<file path="src/rtl/tx_serializer.sv">
// Parallel-to-serial TX stage: loads 1/2/4 ten-bit symbols per frame and shifts them
// out LSB-first, one bit per Bit_Rate_Clk, filling with idle symbols when no frame is offered.
module tx_serializer #(
    parameter logic [9:0] IDLE_SYMBOL = 10'h17C
) (
    input  logic        Bit_Rate_Clk,
    input  logic        Rst,
    input  logic [5:0]  DataBusWidth,
    input  logic [39:0] TxSymbols,
    input  logic        TxValid,
    output logic        TxReady,
    output logic        TxSerial,
    output logic        Symbol_Start,
    output logic        Underrun
);

    typedef enum logic [0:0] {
        S_LOAD  = 1'b0,
        S_SHIFT = 1'b1
    } state_t;

    state_t      state_r;
    state_t      state_nxt_s;
    logic [5:0]  cnt_r;
    logic [5:0]  cnt_nxt_s;
    logic [5:0]  frame_len_r;
    logic [5:0]  frame_len_nxt_s;
    logic [39:0] shreg_r;
    logic [39:0] shreg_nxt_s;
    logic        tx_serial_r;
    logic        tx_serial_nxt_s;
    logic        symbol_start_r;
    logic        symbol_start_nxt_s;
    logic        underrun_r;
    logic        underrun_nxt_s;
    logic        ready_s;

    function automatic logic [5:0] decode_len(input logic [5:0] width);
        logic [5:0] len;
        case (width)
            6'd8:    len = 6'd10;
            6'd16:   len = 6'd20;
            6'd32:   len = 6'd40;
            default: len = 6'd10;
        endcase
        return len;
    endfunction

    // Ready on every edge that loads a frame: idle state, or the last bit of the current frame
    always_comb begin
        ready_s = 1'b0;
        if (state_r == S_LOAD) begin
            ready_s = 1'b1;
        end else begin
            ready_s = (cnt_r == (frame_len_r - 6'd1));
        end
    end

    // Next-state and datapath update; a load edge also emits the last bit of the old frame
    always_comb begin
        state_nxt_s        = state_r;
        cnt_nxt_s          = cnt_r;
        frame_len_nxt_s    = frame_len_r;
        shreg_nxt_s        = shreg_r;
        tx_serial_nxt_s    = tx_serial_r;
        symbol_start_nxt_s = symbol_start_r;
        underrun_nxt_s     = underrun_r;

        case (state_r)
            S_LOAD: begin
                tx_serial_nxt_s    = 1'b0;
                symbol_start_nxt_s = 1'b0;
            end
            S_SHIFT: begin
                tx_serial_nxt_s    = shreg_r[0];
                symbol_start_nxt_s = (cnt_r == 6'd0) | (cnt_r == 6'd10) |
                                     (cnt_r == 6'd20) | (cnt_r == 6'd30);
            end
            default: begin
                state_nxt_s        = S_LOAD;
                tx_serial_nxt_s    = 1'b0;
                symbol_start_nxt_s = 1'b0;
            end
        endcase

        if (ready_s) begin
            frame_len_nxt_s = decode_len(DataBusWidth);
            shreg_nxt_s     = TxValid ? TxSymbols : {4{IDLE_SYMBOL}};
            underrun_nxt_s  = underrun_r | ~TxValid;
            cnt_nxt_s       = 6'd0;
            state_nxt_s     = S_SHIFT;
        end else if (state_r == S_SHIFT) begin
            shreg_nxt_s = {1'b0, shreg_r[39:1]};
            cnt_nxt_s   = cnt_r + 6'd1;
        end else begin
            shreg_nxt_s = shreg_r;
            cnt_nxt_s   = cnt_r;
        end
    end

    // FSM state register
    always_ff @(posedge Bit_Rate_Clk or posedge Rst) begin
        if (Rst) begin
            state_r <= S_LOAD;
        end else begin
            state_r <= state_nxt_s;
        end
    end

    // Datapath and output registers; reset discards any partial frame
    always_ff @(posedge Bit_Rate_Clk or posedge Rst) begin
        if (Rst) begin
            cnt_r          <= 6'd0;
            frame_len_r    <= 6'd10;
            shreg_r        <= 40'd0;
            tx_serial_r    <= 1'b0;
            symbol_start_r <= 1'b0;
            underrun_r     <= 1'b0;
        end else begin
            cnt_r          <= cnt_nxt_s;
            frame_len_r    <= frame_len_nxt_s;
            shreg_r        <= shreg_nxt_s;
            tx_serial_r    <= tx_serial_nxt_s;
            symbol_start_r <= symbol_start_nxt_s;
            underrun_r     <= underrun_nxt_s;
        end
    end

    assign TxReady      = ready_s;
    assign TxSerial     = tx_serial_r;
    assign Symbol_Start = symbol_start_r;
    assign Underrun     = underrun_r;

endmodule
</file>
<file path="config.mk">
export PLATFORM = sky130hd
export DESIGN_NAME = tx_serializer
export DESIGN_NICKNAME = d
export VERILOG_FILES = /design/src/rtl/tx_serializer.sv
export SDC_FILE = /design/constraint.sdc
export NUM_CORES = 1
export LEC_CHECK = 0
export BUFFER_PORTS_ARGS = -buffer_cell sky130_fd_sc_hd__buf_2
export CELL_PAD_IN_SITES_DETAIL_PLACEMENT = 2
export CELL_PAD_IN_SITES_GLOBAL_PLACEMENT = 2
export CORE_UTILIZATION = 36
export DETAILED_ROUTE_END_ITERATION = 10
export PLACE_DENSITY = 0.81
export SYNTH_ARGS = -nofsm -noshare
export SYNTH_HDL_FRONTEND = slang
export SYNTH_SLANG_ARGS = --single-unit
</file>
<file path="constraint.sdc">
create_clock -name Bit_Rate_Clk -period 2.9 [get_ports Bit_Rate_Clk]
set_input_delay 0.29 -clock Bit_Rate_Clk [delete_from_list [all_inputs] [get_ports Bit_Rate_Clk]]
set_output_delay 0.29 -clock Bit_Rate_Clk [all_outputs]
set_load 0.02 [all_outputs]
</file>
==> flow_summary_export.csv <==
group,metric,value,unit
run_status,status,"finished, final reports clean",
grt,use_met1,0.215,
logic_synthesis,yosys.area.top_type_share,0.495,
die,ios,53,
logic_synthesis,async_flop_share,1.00,
timing,fin_ws,0.411,ns
clocking,cts_tree,"built",
setup_path,r2r_slack,0.59,ns
die,start_util,0.380,
drt,vias,1632,
layout,multi_input_area,1120,um^2
layout,seqCellArea,1350,um^2
setup_path,reg2regPathDepth,8,
timing,hold_slack,0.000563,ns
layout,areaGrowthSynthToFinish,17.2,%
logic_synthesis,syn_area,2630,um^2
timing,post-route-period-util,0.858,
drt,drtAntennaViolNets,0,
place,place_ws,0.608,ns
setup_path,r2r_end,"shreg_r[4]",
die,die_height,87.4,um
logic_synthesis,syn_inst,215,
die,die_x,87.4,um
timing,slew_violations,0,
timing,slew-limit-headroom,0.515,
clocking,ctsLongestPathBuffers,2,
clocking,cts_max_level,2,
logic_synthesis,ys_seq_area_frac,0.515,
clocking,cts_setup_buffers,0,
timing,final.min_clock_period,2.49,ns
timing,hold_viol,0,
clocking,cts_made_buffers,5,
grt,grt_pass1_wl,9690,um
drt,wl_per_cell,15.4,um
layout,layout-drive-gt1-share,0.352,
grt,grt_remaining_overflow,0,
place,hpwl,4080,um
clocking,post_cts_resized,0,
timing,tightest_slew,0.728,ns
drt,via_per_inst,4.50,
grt,gr-max-usage-layer,"met2",
die,dieArea,7640,um^2
timing,timing.fmax,402,MHz
setup_path,cp.arrival,2.20,ns
timing,tns,0,ns
layout,fin_nets,319,
setup_path,reg2reg_from,"frame_len_r[1]",
logic_synthesis,synth_edf_count,0,
setup_path,critPathKind,"reg2out",
logic_synthesis,synth.largest_area_cell,"dfrtp_1",
logic_synthesis,yosysUniqueCellTypes,27,
clocking,cts.sinks,54,
clocking,cts-root-buf,"clkbuf_8",
layout,final_util,0.446,
logic_synthesis,synthTopCellsByArea,"dfrtp_1, mux2_4, mux2i_1",
drt,drc_errors,0,
grt,met2_usage,0.300,
job,maxCapViolations,0,
clocking,hold_buffers,0,
timing,setup_viol_count_final,0,
place,io_buffers,52,
setup_path,cp_max_fo,9,
logic_synthesis,ys_ff_latch,54,
power,peakVddDrop,0.000228,V
logic_synthesis,yosysMostFrequentCell,"dfrtp_1",
clocking,clk_pin_slew,0.09,ns
drt,routed_wl,5580,um
setup_path,worst_setup_path_end_kind,"output pin",
logic_synthesis,synthFlopType,"dfrtp_1",
die,coreArea,6910,um^2
drt,first_iter_violations,50,
logic_synthesis,ys_warn_count,0,
logic_synthesis,synthTopCellsByCount,"dfrtp_1, mux2_4, nand2b_1, inv_1",
setup_path,worstPathRequired,2.61,ns
place,place.gp.congestion,0.708,
drt,drt_pass1_iterations,4,
power,powerDensity,490,nW/um^2
grt,grt_pass1_vias,1908,
logic_synthesis,avgSynthCellArea,12.2,um^2
timing,rsz0062_at_grt,"no",
layout,diodes,0,
grt,grt_util_met3,0.0332,
power,p_leak,1.55,nW
setup_path,start_kind,"flip-flop",
clocking,clock_latency,0.31,ns
timing,fin_skew,0.00447,ns
grt,grt_antenna_before_repair,0,
min_path,min_path_type,"in2async",
grt,globalRouteTotalUtil,0.172,
logic_synthesis,synth_nets,268,
layout,nFillCells,734,
die,rows,30,
grt,grt_max_degree,42,
[layout make-up]
type                            count  share of cell area
Timing Repair Buffer               56               0.102
Tap cell                           96              0.0390
Clock buffer                        8              0.0293
Multi-Input combinational cell    127               0.363
Sequential cell                    54               0.440
Inverter                           22              0.0268
[layer usage]
| metal | up-vias | part of all wire |
|---|---|---|
| met3 | 6 | 0.034 |
| met4 | 0 | 0.012 |
| met2 | 35 | 0.50 |
| met1 | 818 | 0.45 |
| li1 | 773 | - |
| met5 | - | 0 |
[through the flow]
step	instance area, um^2	cells	power [mW]
2_1_floorplan	2630	215	1.01
3_3_place_gp	2990	355	1.08
3_5_place_dp	2990	355	1.09
4_1_cts	3080	363	1.53
5_1_grt	3080	363	1.58
6_report	3080	363	1.51
[power breakdown]
group / total (mW) / leakage [nW] / internal [mW] / switching [mW]
Sequential: 0.844 / 0.633 / 0.817 / 0.0269
Clock: 0.435 / 0.0455 / 0.195 / 0.240
Combinational: 0.230 / 0.875 / 0.125 / 0.105
Total: 1.51 / 1.55 / 1.14 / 0.372
[logic make-up after synthesis]
| group | after synthesis | share of synthesized area |
|---|---|---|
| flops | 54 | 0.515 |
| mux | 44 | 0.216 |
| buf+inv | 34 | 0.0591 |
| compound gates | 3 | 0.0181 |
| simple gates | 62 | 0.128 |
| other cells | 1 | 0.00143 |
| fa+ha+maj | 4 | 0.0191 |
| xor+xnor | 13 | 0.0434 |
[placed cells by master (no fill, tap or decap), types with 3 or more instances in the layout]
master / instances
nand2_1: 18
clkbuf_8: 6
nor2_1: 5
dfrtp_1: 52
inv_1: 21
mux2i_1: 18
ha_1: 4
and2_1: 5
buf_2: 52
nand3_1: 3
mux2_4: 25
nand2b_1: 24
xnor2_1: 9
xor2_1: 4
[state kept, by name (all words and copies together) (netlist names)]
register	flops
Symbol_Start	1
cnt_r	6
state_r	1
shreg_r	40
TxSerial	1
frame_len_r	4
Underrun	1
[how the worst max path moves through the flow]
stage	to	startpoint	slack [ns]	depth (start not counted)
floorplan	TxReady	frame_len_r[1]	0.84	7
global placement	shreg_r[22]	frame_len_r[1]	0.67	8
detailed placement	shreg_r[6]	frame_len_r[1]	0.61	8
CTS	TxReady	frame_len_r[1]	0.39	7
global route	TxReady	frame_len_r[1]	0.29	7
finish	TxReady	frame_len_r[1]	0.41	7
[worst max-delay path, stage by stage, from the launching register on]
cell     delay [ns]
dfstp_2        0.57
inv_1          0.06
ha_1           0.21
xor2_1         0.17
o31ai_2        0.30
a41oi_4        0.30
inv_1          0.12
buf_2          0.17
(Power assumes the default switching activity.)
